`src/rtl/fetch_sequencer.sv`:
```
// fetch_sequencer
//   Owns the program counter, drives the word-addressed instruction memory
//   and registers one fetched instruction into the IF/ID stage toward decode.
//   Handles branch/jump redirects, decode backpressure, out-of-range PC
//   faults and a run/hold control.
//
// Ports
//   clk, reset_n                 clock, async active-low reset
//   run                          1 = fetch allowed, 0 = hold
//   imem_addr                    memory address (the pc register itself)
//   imem_instr, imem_next_pc     combinational memory read data and addr+1
//   redirect_valid, redirect_pc  taken branch/jump and its target
//   if_valid, if_ready           IF/ID stage handshake toward decode
//   if_instr, if_pc              registered instruction and its address
//   fault                        sticky: pc went above IMEM_LAST
//   fetch_count                  instructions accepted by decode (wraps)
module fetch_sequencer #(
    parameter int unsigned     PC_W      = 32,
    parameter logic [PC_W-1:0] RESET_PC  = '0,
    parameter logic [PC_W-1:0] IMEM_LAST = PC_W'(2048)
) (
    input  logic            clk,
    input  logic            reset_n,
    input  logic            run,
    output logic [PC_W-1:0] imem_addr,
    input  logic [31:0]     imem_instr,
    input  logic [PC_W-1:0] imem_next_pc,
    input  logic            redirect_valid,
    input  logic [PC_W-1:0] redirect_pc,
    output logic            if_valid,
    input  logic            if_ready,
    output logic [31:0]     if_instr,
    output logic [PC_W-1:0] if_pc,
    output logic            fault,
    output logic [31:0]     fetch_count
);

    typedef enum logic [1:0] {
        IDLE  = 2'd0,
        RUN   = 2'd1,
        FAULT = 2'd2
    } state_t;

    state_t          state_q, state_d;
    logic [PC_W-1:0] pc_q, pc_d;
    logic            vld_d;
    logic [31:0]     instr_d;
    logic [PC_W-1:0] ifpc_d;
    logic            fault_d;
    logic            adv;

    // The output stage can take a new value when it is empty or being drained.
    assign adv       = !if_valid || if_ready;
    assign imem_addr = pc_q;

    always_ff @(posedge clk or negedge reset_n) begin
        if (!reset_n) begin
            state_q  <= IDLE;
            pc_q     <= RESET_PC;
            if_valid <= 1'b0;
            if_instr <= '0;
            if_pc    <= '0;
            fault    <= 1'b0;
        end else begin
            state_q  <= state_d;
            pc_q     <= pc_d;
            if_valid <= vld_d;
            if_instr <= instr_d;
            if_pc    <= ifpc_d;
            fault    <= fault_d;
        end
    end

    // Counts every accept, including one that a same-cycle redirect squashes:
    // decode already took that instruction.
    always_ff @(posedge clk or negedge reset_n) begin
        if (!reset_n)
            fetch_count <= '0;
        else if (if_valid && if_ready)
            fetch_count <= fetch_count + 32'd1;
    end

    always_comb begin
        state_d = state_q;
        pc_d    = pc_q;
        vld_d   = if_valid;
        instr_d = if_instr;
        ifpc_d  = if_pc;
        fault_d = fault;
        unique case (state_q)
            IDLE: begin
                vld_d = 1'b0;
                if (redirect_valid) pc_d = redirect_pc;
                if (run) state_d = RUN;
            end
            RUN: begin
                if (redirect_valid) begin
                    // Squash whatever is held; target appears one edge later.
                    pc_d  = redirect_pc;
                    vld_d = 1'b0;
                end else if (pc_q > IMEM_LAST && adv) begin
                    fault_d = 1'b1;
                    vld_d   = 1'b0;
                    state_d = FAULT;
                end else if (!run && adv) begin
                    // pc is left alone so fetching resumes at the same word.
                    vld_d   = 1'b0;
                    state_d = IDLE;
                end else if (adv) begin
                    instr_d = imem_instr;
                    ifpc_d  = pc_q;
                    vld_d   = 1'b1;
                    pc_d    = imem_next_pc;
                end
            end
            FAULT: begin
                vld_d   = 1'b0;
                fault_d = 1'b1;
                // Only an in-range target clears the fault.
                if (redirect_valid && redirect_pc <= IMEM_LAST) begin
                    pc_d    = redirect_pc;
                    fault_d = 1'b0;
                    state_d = RUN;
                end
            end
            default: begin
                vld_d   = 1'b0;
                state_d = IDLE;
            end
        endcase
    end

endmodule

```
`config.mk`:
```
export PLATFORM = sky130hd
export DESIGN_NAME = fetch_sequencer
export DESIGN_NICKNAME = d
export VERILOG_FILES = /design/src/rtl/fetch_sequencer.sv
export SDC_FILE = /design/constraint.sdc
export NUM_CORES = 1
export LEC_CHECK = 0
export BUFFER_PORTS_ARGS = -buffer_cell sky130_fd_sc_hd__buf_2
export CAP_MARGIN = 20
export CORE_UTILIZATION = 35
export DETAILED_ROUTE_END_ITERATION = 7
export PLACE_DENSITY_LB_ADDON = 0.12
export SYNTH_ARGS = -nofsm -noshare
export SYNTH_HDL_FRONTEND = slang
export SYNTH_SLANG_ARGS = --single-unit
```
`constraint.sdc`:
```
create_clock -name clk -period 2.3 [get_ports clk]
set_input_delay 0.115 -clock clk [delete_from_list [all_inputs] [get_ports clk]]
set_output_delay 0.115 -clock clk [all_outputs]
set_load 0.02 [all_outputs]
```
Word-level counts from Yosys, hierarchy flattened
Cells that the tools add are included.
Word-level totals
  word-level logic and storage cells: 61
  register bits after elaboration: 132
Operators by class
  bitwise gates (word level): 3
  add/subtract/negate cells: 1
  reduce and logical (&&, ||, !) cells: 14
  eq/ne operators: 12
  $lt $le $gt $ge: 2
  mux-type cells: 22
Operators with widths (number)
  32-bit 2-to-1 mux: 6
  32-bit one-hot mux with 3 select lines: 1
  32-bit by 1-bit adder with 32-bit output, second input constant: 1
  32-bit by 12-bit > comparator with 1-bit output, second input constant: 1
  32-bit by 12-bit <= comparator with 1-bit output, second input constant: 1
  3-bit inequality test, second input constant: 4
  2-bit 2-to-1 mux: 5
  2-bit inequality test, second input constant: 5
  1-bit 2-to-1 mux: 8
  2-bit one-hot mux with 3 select lines: 1
  6-bit AND reduction: 1
  5-bit inequality test, second input constant: 1
  5-bit AND reduction: 1
  1-bit logical AND: 4
  4-bit AND reduction: 1
  1-bit inverter: 3
  3-bit AND reduction: 1
  3-bit nonzero test: 1
  2-bit by 1-bit equality test with 1-bit output, second input constant: 1
  2-bit equality test, second input constant: 1
  1-bit logical NOT: 2
  2-bit logical NOT: 1
  1-bit one-hot mux with 2 select lines: 1
  2-bit nonzero test: 1
  1-bit logical OR: 1

Logic depth before layout (Yosys ltp)
Gate-level depths: netlist of run 1.
  depth after elaboration: 7
  mapped depth: 6
  mapped depth without buffers: 6

Worst setup path before layout of run 1
OpenSTA, ideal clock, no wires.
  path type: register to register
  start: register pc_q[0], in the netlist imem_addr[0]
  end: register pc_q[10], in the netlist imem_addr[10]
  period minus slack after synthesis: 2.496 ns
  cell stages (with the launch flop): 7
  required time: 2.175 ns
  setup slack: -0.196 ns
  buffers on the path: 1
  arrival: 2.371 ns
  cell sequence: dfrtp_1 > or4_1 > o31ai_4 > nand4_2 > a221oi_4 > buf_6 > mux2_4
On the way
  word-level cells in the longest chain between the ends: 4
RTL lines
  start, declared: line 45  | logic [PC_W-1:0] pc_q, pc_d;
  start signal, assigned: line 66  | pc_q <= pc_d;
  32-bit by 12-bit > comparator with 1-bit output: line 101  | end else if (pc_q > IMEM_LAST && adv) begin
  1-bit logical AND: line 101
  3-bit inequality test (no source line)
  6-bit AND reduction (no source line)
No other way between the ends.
A chain may end at the register's enable or synchronous reset.

Worst setup path in the final report of run 1
  start: register pc_q[5], in the netlist imem_addr[5]
  end: register pc_q[14], in the netlist imem_addr[14]
Same word-level chain as after synthesis.

==> results of run 1 <==
==> final cells by class <==
| cell class | instances | area, sq um |
|---|---|---|
| flip-flops and latches | 132 | 3308 |
| fillers | 1385 | 7153 |
| repair buffers | 317 | 2112 |
| multi-input cells | 258 | 2537 |
| inverters | 4 | 15.01 |
| diodes | 1 | 2.502 |
| clock inverters | 11 | 77.57 |
| clock buffers | 20 | 466.7 |
| well taps | 216 | 270.3 |
==> state kept, by name, summed over array words and instances (netlist names) <==
name and cells:
fetch_count 32, if_instr 32, if_pc 32, imem_addr 32, state_q 2, fault 1, if_valid 1
==> synthesized netlist by cell type <==
cell type | instances | share of area (%)
sky130_fd_sc_hd__and4_1 | 5 | 0.76
sky130_fd_sc_hd__a221oi_4 | 1 | 0.46
sky130_fd_sc_hd__ha_1 | 1 | 0.22
sky130_fd_sc_hd__a31o_2 | 1 | 0.15
sky130_fd_sc_hd__nor3_1 | 6 | 0.52
sky130_fd_sc_hd__a21o_1 | 1 | 0.13
sky130_fd_sc_hd__and3_1 | 5 | 0.54
sky130_fd_sc_hd__o311a_1 | 1 | 0.17
sky130_fd_sc_hd__nand3b_1 | 1 | 0.13
sky130_fd_sc_hd__nor2b_1 | 21 | 2.3
sky130_fd_sc_hd__buf_6 | 3 | 0.59
sky130_fd_sc_hd__xnor2_1 | 26 | 4.0
sky130_fd_sc_hd__a21oi_1 | 2 | 0.17
sky130_fd_sc_hd__or4_1 | 4 | 0.52
sky130_fd_sc_hd__o31ai_4 | 1 | 0.37
sky130_fd_sc_hd__nand4_1 | 7 | 0.76
sky130_fd_sc_hd__clkbuf_1 | 6 | 0.39
sky130_fd_sc_hd__nand2_1 | 17 | 1.1
sky130_fd_sc_hd__nor2_4 | 1 | 0.20
sky130_fd_sc_hd__mux2_1 | 4 | 0.78
sky130_fd_sc_hd__mux2_2 | 74 | 14
sky130_fd_sc_hd__mux2_4 | 30 | 7.8
sky130_fd_sc_hd__nand4_2 | 1 | 0.22
sky130_fd_sc_hd__dfrtp_1 | 132 | 57
sky130_fd_sc_hd__o21ai_0 | 4 | 0.35
sky130_fd_sc_hd__o21a_1 | 1 | 0.13
sky130_fd_sc_hd__inv_1 | 4 | 0.26
sky130_fd_sc_hd__a21boi_0 | 1 | 0.13
sky130_fd_sc_hd__xor2_1 | 5 | 0.76
sky130_fd_sc_hd__or3_1 | 2 | 0.22
sky130_fd_sc_hd__nor4_1 | 10 | 1.1
sky130_fd_sc_hd__nand2b_1 | 1 | 0.11
sky130_fd_sc_hd__a31oi_1 | 1 | 0.11
sky130_fd_sc_hd__and2_1 | 3 | 0.33
sky130_fd_sc_hd__nor2_1 | 5 | 0.33
sky130_fd_sc_hd__mux2i_1 | 1 | 0.17
sky130_fd_sc_hd__nor3_2 | 1 | 0.17
sky130_fd_sc_hd__buf_4 | 4 | 0.52
sky130_fd_sc_hd__nand3_1 | 12 | 1.0
sky130_fd_sc_hd__and3b_1 | 1 | 0.15
==> power breakdown <==
| group | total [mW] | switching, mW | leakage [nW] | internal, mW |
|---|---|---|---|---|
| Clock | 2.47 | 1.02 | 0.264 | 1.46 |
| Combinational | 2.80 | 1.26 | 2.56 | 1.53 |
| Sequential | 2.90 | 0.244 | 1.76 | 2.65 |
| Total | 8.17 | 2.52 | 4.58 | 5.64 |
==> cells by family after synthesis <==
kind of cell / Yosys count / synth area share [%]
flops: 132 / 57.39
mux: 109 / 23.26
simple gates: 103 / 10.48
xor+xnor: 31 / 4.717
buf+inv: 17 / 1.761
compound gates: 14 / 2.174
fa+ha+maj: 1 / 0.2174
==> metal layers <==
layer,vias to the layer above,global-route usage (%),routed length (um)
met5,-,0,0
met4,0,7.456,291
met3,21,4.633,976
met2,152,30.16,7618
met1,2108,22.99,6911
li1,2102,-,-
==> worst max-delay path: stages, from the launching register on <==
cell and delay [ns]:
sky130_fd_sc_hd__dfrtp_2 0.40, sky130_fd_sc_hd__or4_4 0.54, sky130_fd_sc_hd__o31ai_4 0.29, sky130_fd_sc_hd__nand4_2 0.15, sky130_fd_sc_hd__a221oi_4 0.28, sky130_fd_sc_hd__buf_6 0.18
sky130_fd_sc_hd__clkbuf_16 0.16, sky130_fd_sc_hd__mux2_4 0.29
==> per-stage QoR <==
step / hold slack [ns] / std cells / setup slack (ns) / TNS [ns] / cell area (sq um)
6_report: 0.04525 / 959 / -0.1164 / -5.180 / 8790
2_1_floorplan: -0.1806 / 407 / -0.08437 / -4.952 / 5851
3_5_place_dp: 0.2534 / 874 / -0.2043 / -9.358 / 7483
4_1_cts: 0.03439 / 946 / -0.1496 / -7.137 / 8466
3_3_place_gp: 0.2531 / 874 / -0.1098 / -5.311 / 7483
5_1_grt: 0.04602 / 958 / -0.1787 / -10.43 / 8787
==> timing repair <==
action,CTS,global route
resized for setup,7,32
endpoints found under the hold margin,118,0
buffers inserted,7,6
pin swaps,3,3
hold buffers,33,0
endpoints found under the setup margin,85,98
gates cloned,1,9
==> how the worst max path moves through the flow <==
stage	startpoint	to	slack (ns)	cells after the start
5_1_grt	imem_addr[5]	if_instr[17]	-0.18	7
4_1_cts	imem_addr[3]	imem_addr[31]	-0.15	6
6_report	imem_addr[5]	imem_addr[14]	-0.12	7
3_5_place_dp	redirect_pc[10]	imem_addr[0]	-0.20	8
3_3_place_gp	redirect_pc[10]	imem_addr[0]	-0.11	8
2_1_floorplan	imem_addr[3]	imem_addr[1]	-0.08	6
==> results.md, run 1 <==
STA:
- The highest achievable clock rate is 413.8 MHz.
- The clock skew after layout is 0.009203 ns.
- The post-layout worst setup margin is -0.1164 ns.
- The relative slew slack is 43.95%.
- The total count of hold-check failures in the final report is 0.
- Counting I/O delays and the setup requirement, the final critical path takes 2.416 ns.
- Setup repair after global routing could not meet its margin everywhere.
- The count of pins over their slew limit is 0.
- The setup violation total in the final timing report is 76.
- At the pin with the least slew margin, the transition time is 0.8408 ns.
- The final cycle utilization of the critical path is 105.1%.

Global route:
- The number of antenna violations at the first check in global routing is 0.
- The global route total overflow is 0.
- The pin count of the biggest net entering global routing is 89.
- The number of global-route vias before repair is 4502.
- The first global-routing pass estimated 23400 um of wire.
- The overall routing resource usage is 18.33%.

Clocking:
- The post-CTS clock slew at the launch and capture registers of the worst setup and hold paths is 0.05 ns.
- The TritonCTS clock tree is built.
- The clock latency on the worst-skew pair is 0.41 ns.
- The number of buffers created by CTS is 17.
- The root cell of the clock tree is sky130_fd_sc_hd__clkbuf_16.
- The maximum clock insertion buffer count is 2.
- The H-tree was split into 4 levels.
- The sink count of the clock tree is 132.

Setup path:
- In this run the worst path has a maximum fanout of 6.
- STA puts the critical path data arrival time at 2.71 ns.
- The worst reg2reg path startpoint is imem_addr[5].
- The setup check on the worst reg-to-reg path leaves a slack of -0.12 ns.
- The endpoint type of the worst setup path is a flip-flop.
- The endpoint of the worst register-to-register path is imem_addr[14].
- The count of cells along the worst register-to-register path is 7.
- The data required time at the worst endpoint is 2.59 ns.
- The critical path is of the flip-flop to flip-flop type.
- The startpoint type of the worst setup path is a flip-flop.

Placed design:
- The final RePlAce weighted congestion is 0.7565.
- The port buffer count is 230.
- Once detailed placement completed, the half-perimeter wirelength came to 10600 um.

Floorplanning:
- The region available for standard cell placement spans 0.01594 sq mm.
- The floorplan step set the die height to 130.2 um.
- The I/O pin count is 231.
- The initial utilization of the core area, before any placement, comes to 36.10%.
- The initialized floorplan defines 46 standard-cell rows.
- The floorplan step defined a die boundary enclosing 0.01696 sq mm.
- The horizontal die dimension is 130.2 um.

Yosys:
- Summing every instance area after synthesis gives 0.005756 sq mm.
- When the netlist entered floorplanning its net count stood at 509.
- Synthesis inferred 132 register bits.
- For this run, the number of Yosys warnings is 0.
- Summing the sequential cell areas from Yosys gives 57.39% of the chip area.
- Dividing the synthesized area by the synthesized cell count gives 14.14 sq um.
- Synthesis produced a netlist whose cell count is 407.
- The number of different library cells used by synthesis comes to 40.

Status:
- The run finished, with violations left.
- The checks that failed: negative setup slack.

Drt:
- The routed design has 15800 um of wire.
- The final route contains 4383 vias.
- The number of DRC violations after detailed-routing iteration 0 is 144.
- The pre-antenna-repair detailed-routing pass consisted of 4 iterations.
- The via density per instance is 4.570.
- The average wire length per cell after detail routing is 16.47 um.
- The remaining design rule violation count is 0.
- The count of nets left with antenna violations once routing finished came out at 0.

Min path:
- The class of the worst hold path is input pin to flip-flop.
- The hold path endpoint is state_q[0].
- The worst hold path was traced through 3 stages.
- The startpoint of the most critical hold path is run.

Finish:
- The top cell types in the final layout, fill and taps aside, are sky130_fd_sc_hd__buf_2 (229), sky130_fd_sc_hd__dfrtp_1 (128), sky130_fd_sc_hd__mux2_4 (76).
- For this run, the post-layout net count is 832.
- Relative to the synthesized area, the layout overhead comes to 52.72%.
- The final standard cell utilization of the core is 55.13%.
- The most common cell after layout, fill and taps aside is sky130_fd_sc_hd__buf_2.
- Cells with a size suffix above 1 make up 58.63% of the layout.

Pwr:
- The overall power consumption is 8.167 mW.
- In this run the power density over the cells is 929.2 mW/mm^2.
- The leakage power of the design is 4.582 nW.
- The worst-case IR drop observed on VDD is 0.5786 mV.

Run:
- The tool flagged a number of max-cap violations equal to 0.
No activity file was read; power rests on OpenSTA's default activity.
==> run 2, diff against run 1 <==
--- a/config.mk
+++ b/config.mk
@@ -5,6 +5,7 @@
 export SDC_FILE = /design/constraint.sdc
 export NUM_CORES = 1
 export LEC_CHECK = 0
+export ABC_AREA = 1
 export BUFFER_PORTS_ARGS = -buffer_cell sky130_fd_sc_hd__buf_2
 export CAP_MARGIN = 20
 export CORE_UTILIZATION = 35
==> results.md, run 2 <==
Status:
- The flow ran to the end, and the final reports show no timing, DRC or antenna violations.

Yosys:
- The cell area after synthesis was 0.006351 sq mm (+10%).
- By count the netlist is led by sky130_fd_sc_hd__nand2_1 (299), sky130_fd_sc_hd__dfrtp_1 (132), sky130_fd_sc_hd__inv_1 (112), sky130_fd_sc_hd__nor2_1 (55), sky130_fd_sc_hd__o21ai_1 (45).
- Among all flip-flop cells after synthesis, the most frequent one is sky130_fd_sc_hd__dfrtp_1.
- The area share of the largest cell type after synthesis was 52.01% (-5.4 points).
- The net count after synthesis is 899 (+77%).
- In the post-synthesis netlist, the biggest area contributors are sky130_fd_sc_hd__dfrtp_1 (52%), sky130_fd_sc_hd__nand2_1 (18%), sky130_fd_sc_hd__inv_1 (6.6%).
- The number of distinct standard cells referenced by the synthesized netlist was 29 (-28%).
- The cell taking the most area after synthesis is sky130_fd_sc_hd__dfrtp_1.
- The number of enable flip-flop cells after synthesis is 0 (unchanged).
- The proportion of synthesized flip-flops having asynchronous set or reset came to 100.0% (unchanged).
- The register bit count reported by yosys came to 132 (unchanged).
- The most frequent cell after synthesis is sky130_fd_sc_hd__nand2_1.
- The sequential fraction of the synthesis area came to 52.01% (-5.4 points).
- The synthesized instance count is 797 (+96%).
- The number of warning messages in the yosys log came to 0 (unchanged).
- The average cell area after synthesis is 7.969 sq um (-44%).

STA:
- The highest achievable clock rate is 521.5 MHz (+26%).
- The count of pins over their slew limit is 0 (unchanged).
- The final cycle utilization of the critical path is 83.37% (-22 points).
- The shortest clock period the worst path allows after layout is 1.918 ns (-0.4989 ns).
- The total count of hold-check failures in the final report is 0 (unchanged).
- The clock skew after layout was 0.005990 ns (-0.003213 ns).
- The setup violation total in the final timing report came to 0 (-100%).
- The relative slew slack is 54.07% (+10 points).
- The sum of negative setup slack is 0 ns (+5.180 ns).
- Setup repair after global routing left no endpoint under its margin.
- The pin slew with the least headroom to its limit is 0.6889 ns (-0.1519 ns).
- The post-layout worst setup margin is 0.3825 ns (+0.4989 ns).

Pwr:
- The maximum VDD drop is 0.5408 mV (-6.5%).
- The power per unit of standard cell area was 922.9 mW/mm^2 (-0.68%).
- The leakage power of the design came to 5.198 nW (+13%).

Setup path:
- The signal on the critical path passes through nand2_1 -> nor2_4 -> inv_2 -> buf_4 -> nand2_1 -> nand2_1 -> dlygate4sd3_1 -> nand2_1 -> nand2_1.
- The setup slack of the most critical reg-to-reg path is 0.38 ns (+0.50 ns).
- The endpoint of the worst register-to-register path is imem_addr[23].
- In this run the critical register-to-register path is launched from state_q[0].
- The largest stage delay on the critical path is 0.55 ns (about the same).
- STA classifies the critical path endpoint as a flip-flop.
- The signal arrival time at the worst endpoint is 2.22 ns (-0.49 ns).
- The startpoint type of the worst setup path is a flip-flop.
- The critical path's most frequent cell is sky130_fd_sc_hd__nand2_1.
- The total stage count of the critical path was 9 (+2).
- The end point of the critical path is imem_addr[23].
- The count of cells along the worst register-to-register path is 9 (+2).
- The highest net fanout along the worst path is 27 (+21).
- The cell family contributing the most delay on the critical path is buffers and inverters.
- Among all stages on the critical path, the largest delay is contributed by sky130_fd_sc_hd__dlygate4sd3_1.
- The data required time at the worst endpoint is 2.60 ns (about the same).
- The first element of the critical path is state_q[0].
- The worst setup path is of the flip-flop to flip-flop kind.
- The number of buffers and inverters on the critical path was 3 (+1).

Global route:
- The number of global-route vias before repair came to 5657 (+26%).
- The global route total overflow is 0 (unchanged).
- The overall routing resource usage was 19.36% (+1.0 points).
- The number of antenna violations at the first check in global routing is 0 (unchanged).
- The wire length of the first global-routing pass is 27900 um (+19%).
- The pin count of the biggest net entering global routing is 109 (+22%).

Finish:
- The total area of multi-input combinational cells came to 0.002474 sq mm (-2.5%).
- Leaving out fill and tap cells, the most frequent cells in the layout are sky130_fd_sc_hd__nand2_1 (299), sky130_fd_sc_hd__buf_2 (229), sky130_fd_sc_hd__dfrtp_1 (132).
- The final standard cell utilization of the core is 50.72% (-4.4 points).
- The register cell area after layout is 0.003303 sq mm (-0.15%).
- The fraction of layout cells with a size suffix above 1 is 26.48% (-32 points).
- The number of nets in the layout came to 1188 (+43%).
- The number of antenna diodes is 0 (-1).
- The number of filler instances in the final layout is 1747 (+26%).
- The area growth from synthesis to layout is 40.05%.
- Leaving out fill and tap cells, the most frequent cell in the layout is sky130_fd_sc_hd__nand2_1.

Clocking:
- The H-tree level count is 4 (unchanged).
- The clock latency on the worst-skew pair is 0.41 ns (about the same).
- The maximum clock insertion buffer count is 2 (unchanged).
- The sink count of the clock tree is 132 (unchanged).
- The TritonCTS clock tree is built.
- The post-CTS clock slew at the launch and capture registers of the worst setup and hold paths is 0.06 ns (about the same).
- The post-cts repair resize count is 0 (-7).
- CTS placed an instance of sky130_fd_sc_hd__clkbuf_16 at the clock tree root.
- The number of buffers created by CTS is 17 (unchanged).

Placed design:
- The final RePlAce weighted congestion is 0.8123 (+7.4%).
- The worst slack at placement came to 0.4540 ns (+0.6583 ns).
- The port buffer count was 230 (unchanged).
- The detailed placer's ending HPWL came to 12500 um (+18%).

Drt:
- The average wire length per cell after detail routing came to 13.06 um (-21%).
- The aggregate routed wire length is 17290 um (+9.4%).
- The number of optimization iterations in the first detailed-route pass was 7 (+3).
- The post-route antenna net violation count is 0 (unchanged).
- The remaining design rule violation count is 0 (unchanged).
- The number of DRC violations after detailed-routing iteration 0 is 287 (+99%).
- The via density per instance is 4.415 (-3.4%).
- The via count is 5846 (+33%).

Floorplanning:
- The height of the chip was 136.7 um (+5.0%).
- The initial cell density of the core came to 36.22% (+0.11 points).
- The I/O pin count came to 231 (unchanged).
- The placement row count was 48 (+4.3%).
- The core area is 0.01754 sq mm (+10%).
- The horizontal die dimension came to 136.7 um (+5.0%).
- The die area is 0.01869 sq mm (+10%).

Run:
- The number of max-cap violations is 0 (unchanged).

Min path:
- The class of the worst hold path is input pin to flip-flop.
-- run 2: changes by cell type after synthesis, moves of 30 or more --
| cell | before | now |
|---|---|---|
| sky130_fd_sc_hd__nand2_1 | 17 | 299 |
| sky130_fd_sc_hd__inv_1 | 4 | 112 |
| sky130_fd_sc_hd__mux2_2 | 74 | 0 |
| sky130_fd_sc_hd__o21bai_1 | 0 | 32 |
| sky130_fd_sc_hd__nor2_1 | 5 | 55 |
| sky130_fd_sc_hd__mux2_4 | 30 | 0 |
| sky130_fd_sc_hd__o21ai_1 | 0 | 45 |
-- run 2: what timing repair did --
| item | in CTS | in global routing |
|---|---|---|
| endpoints found under the hold margin | 115 | 0 |
| hold buffers | 54 | 0 |
| buffers inserted | 0 | 0 |
-- run 2: worst register-to-register path: cells and delay by family (launching register included) --
kind                   cells  cell delay [ns]
and+or+nand+nor            6             0.53
DFF                        1             0.44
buffers and inverters      3             0.84
-- run 2: power by group --
group          leakage, nW  switching [mW]  internal, mW  total [mW]
registers             1.76           0.229          2.65        2.88
clock network        0.276            1.05          1.60        2.65
logic                 3.16            1.69         0.989        2.68
total                 5.20            2.97          5.24        8.21
-- run 2: logic make-up after synthesis --
| kind of cell | count (synthesis) | synth area share, % |
|---|---|---|
| AND/OR/NAND/NOR | 404 | 26.34 |
| buffers and inverters | 140 | 9.043 |
| flip-flops | 132 | 52.01 |
| adder cells (fa/ha/maj) | 1 | 0.1970 |
| AO/OA/AOI/OAI | 92 | 8.550 |
| XOR/XNOR | 28 | 3.861 |
-- run 2: how the worst min path moves through the flow --
stage | cells past startpoint | from | to
4_1_cts | 5 | redirect_pc[26] | imem_addr[26]
3_3_place_gp | 1 | reset_n | if_instr[16]
5_1_grt | 5 | imem_next_pc[14] | imem_addr[14]
6_report | 5 | redirect_pc[26] | imem_addr[26]
2_1_floorplan | 0 | reset_n | fault
3_5_place_dp | 1 | reset_n | if_instr[10]
-- run 2: cell type report --
| type | instances | share of cell area (%) |
|---|---|---|
| sequential | 132 | 37.14 |
| multi-input combinational | 525 | 27.81 |
| timing repair buffer | 296 | 20.52 |
| inverter | 114 | 4.811 |
| clock buffer | 17 | 4.783 |
| tap | 225 | 3.165 |
| clock inverter | 15 | 1.772 |
-- run 2: layer usage --
metal	track usage, %	vias to the layer above	share of wire, %
met4	6.605	0	1.5
met1	23.77	2628	45
li1	-	3011	-
met5	0	-	0
met2	32.66	185	47
met3	5.185	22	7.4
-- run 2: stage by stage --
step / instances / instance area, sq um / hold WS, ns / total power, mW
after detailed placement: 1238 / 7771 / 0.1839 / 5.528
after CTS: 1324 / 8895 / 0.0008978 / 8.329
after floorplan: 797 / 6351 / -0.1806 / 4.643
final: 1324 / 8895 / 0.01267 / 8.209
after global routing: 1324 / 8895 / 0.04106 / 8.787
after global placement: 1238 / 7771 / 0.1908 / 5.507
